### src/rtl/lib_arbiter_pkg.sv
// -----------------------------------------------------------------------------
// lib_arbiter_pkg
// Shared layout constants for the AER event link between the pixel arbiter
// hierarchy and its receivers.
//   ROWS/COLS         : pixel array geometry
//   ROW_ADD/COL_ADD   : address field widths
//   SIZE              : timestamp width
//   WIDTH             : packed link word width
//   *_LSB             : field offsets inside the packed word
//   aer_event_t       : packed view of one link word
// -----------------------------------------------------------------------------
package lib_arbiter_pkg;

    localparam int ROWS    = 4;
    localparam int COLS    = 4;
    localparam int ROW_ADD = 2;
    localparam int COL_ADD = 2;
    localparam int SIZE    = 8;
    localparam int WIDTH   = ROW_ADD + COL_ADD + SIZE + 1;

    // Width implied by the field list; receivers check it against WIDTH.
    localparam int AER_WIDTH = ROW_ADD + COL_ADD + SIZE + 1;

    // Word layout, MSB to LSB: {x_add, y_add, timestamp, polarity}
    localparam int POL_LSB = 0;
    localparam int TS_LSB  = POL_LSB + 1;
    localparam int Y_LSB   = TS_LSB + SIZE;
    localparam int X_LSB   = Y_LSB + COL_ADD;

    typedef struct packed {
        logic [ROW_ADD-1:0] x_add;
        logic [COL_ADD-1:0] y_add;
        logic [SIZE-1:0]    timestamp;
        logic               polarity;
    } aer_event_t;

endpackage

### src/rtl/aer_event_fifo.sv
// -----------------------------------------------------------------------------
// aer_event_fifo
// Generic first-word-fall-through FIFO with registered storage.
//   clk_i, reset_i : clock, asynchronous active-low reset
//   push_i, wr_data_i : write strobe and data (caller never pushes when full
//                       unless popping in the same cycle)
//   pop_i          : remove the head entry (caller only pops when not empty)
//   rd_data_o      : head entry, forced to zero while empty
//   full_o, empty_o, level_o : status
// -----------------------------------------------------------------------------
module aer_event_fifo #(
    parameter int DATA_W = 8,
    parameter int DEPTH  = 8
) (
    input  logic                       clk_i,
    input  logic                       reset_i,
    input  logic                       push_i,
    input  logic [DATA_W-1:0]          wr_data_i,
    input  logic                       pop_i,
    output logic [DATA_W-1:0]          rd_data_o,
    output logic                       full_o,
    output logic                       empty_o,
    output logic [$clog2(DEPTH):0]     level_o
);

    localparam int AW = $clog2(DEPTH);

    logic [DATA_W-1:0] mem_q [DEPTH];
    logic [AW:0]       wr_ptr_q, wr_ptr_d;
    logic [AW:0]       rd_ptr_q, rd_ptr_d;

    always_comb begin
        wr_ptr_d = wr_ptr_q;
        rd_ptr_d = rd_ptr_q;
        if (push_i) wr_ptr_d = wr_ptr_q + 1'b1;
        if (pop_i)  rd_ptr_d = rd_ptr_q + 1'b1;
    end

    always_ff @(posedge clk_i or negedge reset_i) begin
        if (!reset_i) begin
            wr_ptr_q <= '0;
            rd_ptr_q <= '0;
        end else begin
            wr_ptr_q <= wr_ptr_d;
            rd_ptr_q <= rd_ptr_d;
        end
    end

    // Storage needs no reset: the head is masked while empty.
    always_ff @(posedge clk_i) begin
        if (push_i) mem_q[wr_ptr_q[AW-1:0]] <= wr_data_i;
    end

    // Extra pointer MSB distinguishes full from empty when indices match.
    assign empty_o   = (wr_ptr_q == rd_ptr_q);
    assign full_o    = (wr_ptr_q[AW] != rd_ptr_q[AW]) &&
                       (wr_ptr_q[AW-1:0] == rd_ptr_q[AW-1:0]);
    assign level_o   = wr_ptr_q - rd_ptr_q;
    assign rd_data_o = empty_o ? '0 : mem_q[rd_ptr_q[AW-1:0]];

endmodule

### src/rtl/aer_event_receiver.sv
// -----------------------------------------------------------------------------
// aer_event_receiver
// Receive end of the AER event link. Deduplicates held words, buffers events,
// counts drops on overflow, flags timestamp wrap and decodes the head event.
//   clk_i, reset_i     : clock, asynchronous active-low reset
//   data_in_i, valid_i : packed link word and its active qualifier
//   clr_i              : synchronous clear of drop_cnt_o / overflow_o
//   evt_valid_o, evt_ready_i : consumer handshake
//   x_add_o, y_add_o, timestamp_o, polarity_o : head event fields
//   pix_strobe_o       : one-hot [x][y] during a pop, zero otherwise
//   ts_wrap_o          : one-cycle pulse after a push whose timestamp went back
//   overflow_o, drop_cnt_o : sticky drop flag and saturating drop count
//   fifo_level_o       : buffer occupancy
//
// Handshake: evt_valid_o is high whenever an event is buffered; the head event
// is transferred on a clock edge where evt_valid_o && evt_ready_i. While
// evt_valid_o is high and evt_ready_i is low the head fields hold stable.
// -----------------------------------------------------------------------------
module aer_event_receiver
    import lib_arbiter_pkg::*;
#(
    parameter int FIFO_DEPTH = 8,
    parameter int DROP_CNT_W = 16
) (
    input  logic                            clk_i,
    input  logic                            reset_i,
    input  logic [WIDTH-1:0]                data_in_i,
    input  logic                            valid_i,
    input  logic                            clr_i,
    input  logic                            evt_ready_i,
    output logic                            evt_valid_o,
    output logic [ROW_ADD-1:0]              x_add_o,
    output logic [COL_ADD-1:0]              y_add_o,
    output logic [SIZE-1:0]                 timestamp_o,
    output logic                            polarity_o,
    output logic [ROWS*COLS-1:0]            pix_strobe_o,
    output logic                            ts_wrap_o,
    output logic                            overflow_o,
    output logic [DROP_CNT_W-1:0]           drop_cnt_o,
    output logic [$clog2(FIFO_DEPTH):0]     fifo_level_o
);

    if ((AER_WIDTH != WIDTH) || (X_LSB + ROW_ADD != WIDTH) ||
        ($bits(aer_event_t) != WIDTH)) begin : g_width_check
        $error("aer_event_receiver: AER word layout does not match WIDTH");
    end

    logic                  prev_valid_q;
    logic [WIDTH-1:0]      prev_word_q;
    logic [SIZE-1:0]       ts_last_q, ts_last_d;
    logic                  ts_seen_q, ts_seen_d;
    logic                  ts_wrap_q, ts_wrap_d;
    logic                  overflow_q, overflow_d;
    logic [DROP_CNT_W-1:0] drop_cnt_q, drop_cnt_d;

    logic                  new_evt, push, pop, drop;
    logic                  fifo_full, fifo_empty;
    logic [WIDTH-1:0]      head_word;
    logic [SIZE-1:0]       in_ts;
    aer_event_t            head;

    // A word held across consecutive active cycles is one event.
    assign new_evt = valid_i && !(prev_valid_q && (data_in_i == prev_word_q));
    assign pop     = evt_valid_o && evt_ready_i;
    // A pop in the same cycle frees the slot, so a full FIFO still accepts.
    assign push    = new_evt && (!fifo_full || pop);
    assign drop    = new_evt && fifo_full && !pop;
    assign in_ts   = data_in_i[TS_LSB +: SIZE];

    aer_event_fifo #(
        .DATA_W (WIDTH),
        .DEPTH  (FIFO_DEPTH)
    ) u_fifo (
        .clk_i     (clk_i),
        .reset_i   (reset_i),
        .push_i    (push),
        .wr_data_i (data_in_i),
        .pop_i     (pop),
        .rd_data_o (head_word),
        .full_o    (fifo_full),
        .empty_o   (fifo_empty),
        .level_o   (fifo_level_o)
    );

    always_comb begin
        drop_cnt_d = drop_cnt_q;
        overflow_d = overflow_q;
        if (clr_i) begin
            drop_cnt_d = '0;
            overflow_d = 1'b0;
        end
        // Drop applied after clear so a same-cycle drop is still recorded.
        if (drop) begin
            overflow_d = 1'b1;
            if (!(&drop_cnt_d)) drop_cnt_d = drop_cnt_d + DROP_CNT_W'(1);
        end
        ts_wrap_d = push && ts_seen_q && (in_ts < ts_last_q);
        ts_last_d = push ? in_ts : ts_last_q;
        ts_seen_d = ts_seen_q || push;
    end

    always_ff @(posedge clk_i or negedge reset_i) begin
        if (!reset_i) begin
            prev_valid_q <= 1'b0;
            prev_word_q  <= '0;
            ts_last_q    <= '0;
            ts_seen_q    <= 1'b0;
            ts_wrap_q    <= 1'b0;
            overflow_q   <= 1'b0;
            drop_cnt_q   <= '0;
        end else begin
            prev_valid_q <= valid_i;
            prev_word_q  <= data_in_i;
            ts_last_q    <= ts_last_d;
            ts_seen_q    <= ts_seen_d;
            ts_wrap_q    <= ts_wrap_d;
            overflow_q   <= overflow_d;
            drop_cnt_q   <= drop_cnt_d;
        end
    end

    assign head        = aer_event_t'(head_word);
    assign evt_valid_o = !fifo_empty;
    assign x_add_o     = head.x_add;
    assign y_add_o     = head.y_add;
    assign timestamp_o = head.timestamp;
    assign polarity_o  = head.polarity;
    assign ts_wrap_o   = ts_wrap_q;
    assign overflow_o  = overflow_q;
    assign drop_cnt_o  = drop_cnt_q;

    // Addresses outside the array match no (r, c) pair and give no strobe.
    always_comb begin
        pix_strobe_o = '0;
        for (int r = 0; r < ROWS; r++) begin
            for (int c = 0; c < COLS; c++) begin
                pix_strobe_o[r*COLS + c] = pop && (int'(head.x_add) == r) &&
                                           (int'(head.y_add) == c);
            end
        end
    end

endmodule
### config.mk
export PLATFORM = sky130hd
export DESIGN_NAME = aer_event_receiver
export DESIGN_NICKNAME = d
export VERILOG_FILES = /design/src/rtl/lib_arbiter_pkg.sv /design/src/rtl/aer_event_fifo.sv /design/src/rtl/aer_event_receiver.sv
export SDC_FILE = /design/constraint.sdc
export NUM_CORES = 1
export LEC_CHECK = 0
export CAP_MARGIN = 10
export CELL_PAD_IN_SITES_DETAIL_PLACEMENT = 0
export CELL_PAD_IN_SITES_GLOBAL_PLACEMENT = 1
export CORE_UTILIZATION = 40
export CTS_BUF_LIST = sky130_fd_sc_hd__clkbuf_4 sky130_fd_sc_hd__clkbuf_8 sky130_fd_sc_hd__clkbuf_16
export DETAILED_ROUTE_END_ITERATION = 7
export PLACE_DENSITY = 0.76
export RECOVER_POWER = 25
export REMOVE_ABC_BUFFERS = 1
export SETUP_SLACK_MARGIN = 0.02
export SLEW_MARGIN = 20
export SYNTH_ARGS = -nofsm -noshare
export SYNTH_HDL_FRONTEND = slang
export SYNTH_SLANG_ARGS = --single-unit
### constraint.sdc
create_clock -name clk_i -period 4.9 [get_ports clk_i]
set_input_delay 1.225 -clock clk_i [delete_from_list [all_inputs] [get_ports clk_i]]
set_output_delay 1.225 -clock clk_i [all_outputs]
set_load 0.005 [all_outputs]
# Word-level counts from Yosys, hierarchy flattened
# Memories as Yosys holds them, arrays and structs flattened.
# Cells that the tools add are included.
dict set report op_classes {
  mux 8
  n_reduce_logical 39
  n_eq_ne 10
  n_addsub 4
  order_cmp 1
}
# op n
set op_table {}
lappend op_table {{16-bit 2-to-1 mux} 3}
lappend op_table {{1-bit logical AND} 29}
lappend op_table {{16-bit by 1-bit adder with 16-bit output (second input constant)} 1}
lappend op_table {{16-bit AND reduction} 1}
lappend op_table {{13-bit equality test} 1}
lappend op_table {{13-bit 2-to-1 mux} 1}
lappend op_table {{4-bit by 1-bit adder with 4-bit output (second input constant)} 2}
lappend op_table {{2-bit equality test (second input constant)} 4}
lappend op_table {{8-bit less-than comparator} 1}
lappend op_table {{2-bit by 1-bit equality test with 1-bit output (second input constant)} 2}
lappend op_table {{4-bit equality test} 1}
lappend op_table {{1-bit logical NOT} 4}
lappend op_table {{2-bit logical NOT} 2}
lappend op_table {{1-bit 2-to-1 mux} 4}
lappend op_table {{4-bit subtractor} 1}
lappend op_table {{3-bit equality test} 1}
lappend op_table {{1-bit logical OR} 2}
lappend op_table {{2-bit nonzero test} 1}
lappend op_table {{1-bit != test} 1}
dict set report word_totals {
  ram_bits 104
  output_inout_bits 52
  elab_cells 72
  register_bits 49
  in_bits 18
  mem_count 1
}
# name words word_bits read_ports rd_ports_with_merged_regs wr line_no
set memory_table {}
lappend memory_table {u_fifo.mem_q 8 13 1 0 1 aer_event_fifo.sv:28} ;# logic [DATA_W-1:0] mem_q [DEPTH];

# Longest topological paths before layout
# Gate-level depths: netlist of the first run.
dict set report logic_depth {
  ltp_word 7
  mapped_depth 10
  mapped_depth_nobuf 8
}

# By module
# Synthesis of the first run repeated with hierarchy kept, for this count alone.
dict set report hier_totals {
  hier_cells 485
  area_unflattened_um2 6859.1
}
# mod area_each_um2 seq_area_each_um2 instances cells_per_inst
set modules_own_cells {}
lappend modules_own_cells {aer_event_fifo 4620.7 3323.2 1 266}
lappend modules_own_cells {aer_event_receiver 2238.4 1026.0 1 219}

# Least setup slack after synthesis of the first run
# No wires, ideal clock.
dict set report synth_path {
  kind {flip-flop to flip-flop}
  from {reg u_fifo.rd_ptr_q[1]}
  to {mem u_fifo.mem_q[1][0] (netlist name), enable pin}
  setup_slack_ps 855
  path_stages_with_launch 11
  n_path_buf 4
  setup_time_ps 422
  period_less_slack_ps 4045
  arrival_ps 3623
  required_time_ps 4478
  cell_sequence {dfrtp_1 > clkbuf_1 > buf_1 > inv_1 > ha_1 > nand3_1 > nor3_1 > nor3b_1 > buf_2 > buf_6 > nor4b_1}
}
dict set report synth_between {
  elab_chain_cells 7
  elab_cells_between_ends 10
  cone_classes {eq/ne: 2; mux: 2; reduce/logical: 6}
}
# item line_no
set synth_lines {}
lappend synth_lines {{start: declaration} aer_event_fifo.sv:30} ;# logic [AW:0] rd_ptr_q, rd_ptr_d;
lappend synth_lines {{start signal: assignment} aer_event_fifo.sv:45} ;# rd_ptr_q <= rd_ptr_d;
lappend synth_lines {{4-bit equality test / 3-bit equality test (equally long branches)} {aer_event_fifo.sv:55, aer_event_fifo.sv:57}}
lappend synth_lines {{1-bit logical NOT / 1-bit logical AND (equally long branches)} {aer_event_receiver.sv:123, aer_event_fifo.sv:56}}
lappend synth_lines {{1-bit logical AND / 1-bit logical NOT (equally long branches)} {aer_event_receiver.sv:64, aer_event_receiver.sv:66}}
lappend synth_lines {{1-bit logical OR *} aer_event_receiver.sv:66} ;# assign push = new_evt && (!fifo_full || pop);
lappend synth_lines {{1-bit logical AND *} aer_event_receiver.sv:66}
lappend synth_lines {{1-bit 2-to-1 mux *} aer_event_fifo.sv:51} ;# if (push_i) mem_q[wr_ptr_q[AW-1:0]] <= wr_data_i;
lappend synth_lines {{1-bit 2-to-1 mux (implied by the code) *} aer_event_fifo.sv:51}
lappend synth_lines {{end: declaration} aer_event_fifo.sv:28}
# Every way passes the cells marked *; elsewhere a longest branch is shown, timed or not.

# Worst setup path in the final report of the first run
dict set report layout_path {
  from {reg u_fifo.wr_ptr_q[0]}
  to {out pix_strobe_o[0]}
}
dict set report layout_between {
  elab_chain_cells 5
  elab_cells_between_ends 8
  cone_classes {eq/ne: 1; mux: 1; reduce/logical: 6}
}
# item line_no
set layout_lines {}
lappend layout_lines {{start: declaration} aer_event_fifo.sv:29} ;# logic [AW:0] wr_ptr_q, wr_ptr_d;
lappend layout_lines {{start signal: assignment} aer_event_fifo.sv:44} ;# wr_ptr_q <= wr_ptr_d;
lappend layout_lines {{4-bit equality test *} aer_event_fifo.sv:55} ;# assign empty_o = (wr_ptr_q == rd_ptr_q);
lappend layout_lines {{13-bit 2-to-1 mux / 1-bit logical NOT (equally long branches)} {aer_event_fifo.sv:59, aer_event_receiver.sv:123}}
lappend layout_lines {{2-bit logical NOT / 1-bit logical AND (equally long branches)} {aer_event_receiver.sv:137, aer_event_receiver.sv:64}}
lappend layout_lines {{1-bit logical AND} aer_event_receiver.sv:137} ;# pix_strobe_o[r*COLS + c] = pop && (int'(head.x_add) == r) &&
lappend layout_lines {{1-bit logical AND *} aer_event_receiver.sv:137}
lappend layout_lines {{end: declaration} aer_event_receiver.sv:36} ;# output logic [ROWS*COLS-1:0] pix_strobe_o,
# Marked as above.

==> results of run 1 <==
metal layers:
metal	vias up	global-route usage [%]	share of wire (%)
li1	1907	-	-
met1	2111	22.4	43
met2	106	29.7	50
met3	14	3.82	5.7
met4	0	6.72	1.1
met5	-	0	0
registers in the layout, indices dropped and copies added, names as in the netlist:
signal	flops
u_fifo.mem_q	104
u_fifo.rd_ptr_q	4
ts_last_q	8
prev_valid_q	1
ts_wrap_o	1
overflow_o	1
ts_seen_q	1
prev_word_q	13
u_fifo.wr_ptr_q	4
drop_cnt_o	16
final cells by class:
class	instances	area [um2]	area share (%)
Clock buffer	22	475	5.71
Antenna cell	1	2.50	0.0300
Multi-Input combinational cell	262	2230	26.7
Sequential cell	153	4350	52.2
Tap cell	216	270	3.24
Timing Repair Buffer	89	813	9.76
Clock inverter	10	125	1.50
Inverter	18	67.6	0.811
power by group through the flow:
stage	sequential, W	combinational, W	clock, W
6_report	0.00169	0.00169	0.00131
3_3_place_gp	0.00171	0.00171	0
2_1_floorplan	0.00176	0.000836	0
3_5_place_dp	0.00172	0.00172	0
4_1_cts	0.00169	0.00173	0.00133
5_1_grt	0.00171	0.00185	0.00139
kinds of logic after synthesis:
kind of cell,count (synthesis)
compound gates,52
flops,153
mux,40
fa+ha+maj,14
xor+xnor,26
simple gates,130
buf+inv,35
worst max-delay path: stages (launching register included):
cell             delay [ns]
dfrtp_1                0.41
inv_1                  0.16
ha_1                   0.39
nand3_1                0.14
nor2_1                 0.42
buf_4                  0.31
o21ai_0                0.24
nor2_1                 0.17
clkdlybuf4s50_1        0.52
path summary, 6_finish.rpt:
kind                                     from                 end  slack (ns)  cells past startpoint
max                        u_fifo.wr_ptr_q[0]     pix_strobe_o[0]        0.50                      8
min                                 ts_seen_q           ts_seen_q        0.46                      1
max reg2reg                u_fifo.wr_ptr_q[0]  u_fifo.mem_q[2][1]        2.13                      6
min reg2reg                         ts_seen_q           ts_seen_q        0.46                      1
max in group asynchronous             reset_i  u_fifo.rd_ptr_q[0]        1.30                      2
min in group asynchronous             reset_i       drop_cnt_o[1]        1.80                      2
through the flow:
step | instances | instance area, um2 | utilization, % | setup TNS [ns]
floorplan | 433 | 6620 | - | -2.98
global placement | 738 | 7750 | 48.1 | 0
detailed placement | 738 | 7750 | 48.1 | 0
CTS | 770 | 8350 | 51.8 | 0
global route | 771 | 8330 | 51.7 | 0
finish | 771 | 8330 | 51.7 | 0
layout by cell type (no fill, tap or decap), types with 10 or more instances in the layout:
master and count:
dlygate4sd3_1 11, mux2_2 10, clkbuf_16 17, mux4_2 26, nand4_1 15, nor2_1 26, inv_1 17, a21oi_1 24
o21ai_0 10, dfrtp_1 48, clkdlybuf4s50_1 57, nand2_1 29, edfxtp_1 104, ha_1 13, buf_4 14, or4_1 10
xnor2_1 22
==> flow_metrics.tcl, run 1 <==
set metrics [dict create \
    synth-edff-count 104 \
    dr.pass1.iters 4 \
    final-hold-violation-count 0 \
    async_flop_share_pct 32.0 \
    arrival_ns 3.18 \
    power.total_w 0.00469 \
    cts_hold_buf 0 \
    hp-class "reg2reg" \
    fmax_mhz 227 \
    pre_cts_ws_ns 0.736 \
    clkPwrFrac_pct 27.9 \
    p_sw_share_pct 29.9 \
    clockBufferDepth 2 \
    drive_gt1_share_pct 16.4 \
    antenna_found_initial 1 \
    path_clk_slew_ns 0.06 \
    pwr-share-seq_pct 36.1 \
    synth_most_common_cell "edfxtp_1" \
    fillers 1359 \
    die_w_um 131 \
    nets 573 \
    io_buffers 69 \
    syn_avg_cell_area_um2 14.9 \
    netlist_area_mm2 0.00671 \
    hpwl_mm 9.37 \
    cts.sinks 153 \
    hold_slack_ns 0.464 \
    switchingPower_w 0.00140 \
    synth.largest_area_cell "edfxtp_1" \
    cp_max_fo 14 \
    slew_viol_final 50 \
    grt.overflow.total 0 \
    comb_power_share_pct 36.0 \
    place.gp.congestion 0.900 \
    ys.flop_type "edfxtp_1" \
    critPathKind "reg2out" \
    synthXorXnorAreaFrac_pct 3.51 \
    rsz0062_at_grt "false" \
    die_height_um 131 \
    maxCapViolCount 1 \
    critPathLaunchType "flop" \
    pwr_density_cell_mw_per_mm2 563 \
    cts_tree "done" \
    grt_pass1_vias 4418 \
    p_leak_nw 2.98 \
    via_count 4138 \
    synth_compound_area_share_pct 4.59 \
    area_growth_pct 24.2 \
    period_needed_ns 4.40 \
    seq_area_frac_synth_pct 64.9 \
    endpoint_kind "primary output" \
    violations "capacitance limit, slew limit" \
    synthTopCellsByArea "edfxtp_1 47%, dfrtp_1 18%, mux4_2 8.7%, xnor2_1 2.9%, ha_1 2.4%" \
    dieArea_mm2 0.0173 \
    yosys_warnings 0 \
    synth_adder_area_share_pct 2.72 \
    ys_types 50 \
    grt_pass1_wl_mm 23.1 \
    synthTopCellsByCount "104 x edfxtp_1, 49 x dfrtp_1, 29 x nand2_1" \
    cts_buffers 17 \
    rows 46 \
    htreeDepth 4 \
    finClkSkew_ns 0.00607 \
    vdd_drop_max_uv 231 \
    slew_headroom_pct -86.7 \
    synthSimpleGateAreaFrac_pct 11.0 \
    ys_ff_latch 153 \
    cts_root_buf "clkbuf_16" \
    drt-total-wl_mm 14.2 \
    grt_max_degree 50 \
    cts_resized 0 \
    synth_mux_area_share_pct 11.0 \
    ant_nets 0 \
    setup_slack_ns 0.500 \
    coreArea_mm2 0.0161 \
    period_share_pct 89.8 \
    post_cts.repair.setup_buffers 0 \
    drtIter0Drc 264 \
    num_io_pins 70 \
    insertion_delay_ns 0.41 \
    synth_top_area_share_pct 46.6 \
    synth_top_family_by_area "simple AND/OR/NAND/NOR gates" \
    syn_inst 450 \
    initial_utilization_pct 41.6 \
    internal-power_w 0.00329 \
    finalSetupViolCount 0 \
    required_ns 3.67 \
    drc 0 \
    grt.total_usage_pct 17.7 \
    status "complete, but fails checks" \
    wl_per_cell_um 18.4 \
    tightest_slew_ns 2.80 \
    viasPerCell 5.37 \
]
(Power assumes the default switching activity.)
==> run 2: changes to the inputs <==
--- a/config.mk
+++ b/config.mk
@@ -8,10 +8,10 @@
 export CAP_MARGIN = 10
 export CELL_PAD_IN_SITES_DETAIL_PLACEMENT = 0
 export CELL_PAD_IN_SITES_GLOBAL_PLACEMENT = 1
-export CORE_UTILIZATION = 40
+export CORE_UTILIZATION = 25
 export CTS_BUF_LIST = sky130_fd_sc_hd__clkbuf_4 sky130_fd_sc_hd__clkbuf_8 sky130_fd_sc_hd__clkbuf_16
 export DETAILED_ROUTE_END_ITERATION = 7
-export PLACE_DENSITY = 0.76
+export PLACE_DENSITY = 0.54
 export RECOVER_POWER = 25
 export REMOVE_ABC_BUFFERS = 1
 export SETUP_SLACK_MARGIN = 0.02
==> run 2 against run 1 <==
  * The flow finishes with violations (DRC, capacitance limit, slew limit)
  * Core utilization fell by 19 points
  * Clock skew is 0.0046 ns higher
  * First-iteration DRC count decreased by 20%
  * Critical path type unchanged
==> flow_metrics.tcl, run 2 (synthesized netlist as in run 1, its figures left out) <==
set metrics [dict create \
    status "complete, but fails checks" \
    violations "DRC, capacitance limit, slew limit" \
    r2r_cells 8 \
    cts_root_buf "clkbuf_16" \
    nets 579 \
    drc 6 \
    grt_max_degree 32 \
    max_stage_delay_ns 0.52 \
    vdd_drop_max_uv 223 \
    rsz0062_at_grt "false" \
    final-hold-violation-count 0 \
    grt_pass1_wl_mm 25.0 \
    wl_per_cell_um 17.8 \
    diodes 0 \
    clockBufferDepth 2 \
    fillers 2549 \
    drive_gt1_share_pct 17.7 \
    htreeDepth 4 \
    dr.pass1.iters 8 \
    die_w_um 166 \
    cts_hold_buf 0 \
    largest_reg_flops 104 \
    setup_slack_ns 0.549 \
    pre_cts_ws_ns 0.580 \
    grt_pass1_vias 4321 \
    ant_nets 0 \
    cts.sinks 153 \
    power.total_w 0.00465 \
    p_leak_nw 2.99 \
    hp-class "reg2reg" \
    cp_cell_sequence "buf_4 > clkinv_1 > ha_1 > nand3_1 > nor2_1 > buf_4 > inv_1 > and3_1 > o21ai_0 > nor2_1 > clkdlybuf4s50_1" \
    tightest_slew_ns 2.01 \
    io_buffers 69 \
    period_share_pct 88.8 \
    final_common_cell "edfxtp_1" \
    tns_ns 0 \
    fmax_mhz 230 \
    grt.total_usage_pct 12.2 \
    post_cts.repair.setup_buffers 0 \
    period_needed_ns 4.35 \
    drtIter0Drc 210 \
    final_core_util_pct 32.4 \
    endpoint_kind "primary output" \
    grt.overflow.total 0 \
    area_growth_pct 26.7 \
    place.gp.congestion 0.739 \
    cp_max_fo 13 \
    arrival_ns 3.13 \
    critPathLaunchType "flop" \
    rows 59 \
    hpwl_mm 10.7 \
    initial_utilization_pct 25.6 \
    die_height_um 166 \
    pwr_density_cell_mw_per_mm2 548 \
    rrSetupSlack_ns 1.82 \
    cts_resized 0 \
    insertion_delay_ns 0.43 \
    slew_viol_final 32 \
    finalSetupViolCount 0 \
    required_ns 3.67 \
    antenna_found_initial 0 \
    coreArea_mm2 0.0262 \
    holdPathStages 1 \
    layout_common_cells "104 x edfxtp_1, 57 x clkdlybuf4s50_1, 48 x dfrtp_1, 29 x nand2_1" \
    via_count 4117 \
    slew_headroom_pct -33.9 \
    critPathKind "reg2out" \
    dieArea_mm2 0.0275 \
    viasPerCell 4.60 \
    maxCapViolCount 1 \
    drt-total-wl_mm 16.0 \
    crit_slowest_cell "clkdlybuf4s50_1" \
    finClkSkew_ns 0.0106 \
    hold_slack_ns 0.471 \
    cts_buffers 17 \
    num_io_pins 70 \
    cts_tree "done" \
    path_clk_slew_ns 0.06 \
]
run 2: area by class of cell:
class / instances / area, um2 / share of cell area, %
multi-input cells: 262 / 2230 / 26.2
clock inverters: 12 / 115 / 1.36
well taps: 335 / 419 / 4.93
inverters: 18 / 67.6 / 0.795
repair buffers: 95 / 861 / 10.1
clock buffers: 20 / 454 / 5.35
flip-flops and latches: 153 / 4350 / 51.2
run 2: routing by layer:
layer  share of wire, %  track usage [%]  vias to the layer above
met5                  0                0                        -
met4                1.0             3.98                        0
met3                3.8             2.86                       17
met2                 50             20.6                       85
met1                 45             15.3                     2090
li1                   -                -                     1925
run 2: through the flow:
stage	cells	cell area [um2]
6_report	895	8490
5_1_grt	895	8490
4_1_cts	895	8510
3_5_place_dp	863	7950
3_3_place_gp	863	7950
2_1_floorplan	433	6620
run 2: report_power, final:
part	internal (W)	leakage, nW	switching (W)
Clock	0.000729	0.275	0.000536
Sequential	0.00158	1.55	0.000102
Combinational	0.000871	1.16	0.000832
Total	0.00318	2.99	0.00147
run 2: worst paths after layout:
check | start | end
max reg2reg | u_fifo.rd_ptr_q[2] | u_fifo.mem_q[3][3]
max in group asynchronous | reset_i | u_fifo.rd_ptr_q[0]
max | u_fifo.rd_ptr_q[2] | pix_strobe_o[0]
min in group asynchronous | reset_i | ts_wrap_o
min reg2reg | ts_seen_q | ts_seen_q
min | ts_seen_q | ts_seen_q
run 2: critical path, delay by kind of cell (launching register included):
family | cells | cell delay, ns
flops | 1 | 0.32
compound gates | 1 | 0.22
buf+inv | 5 | 1.17
fa+ha+maj | 1 | 0.37
simple gates | 4 | 0.62
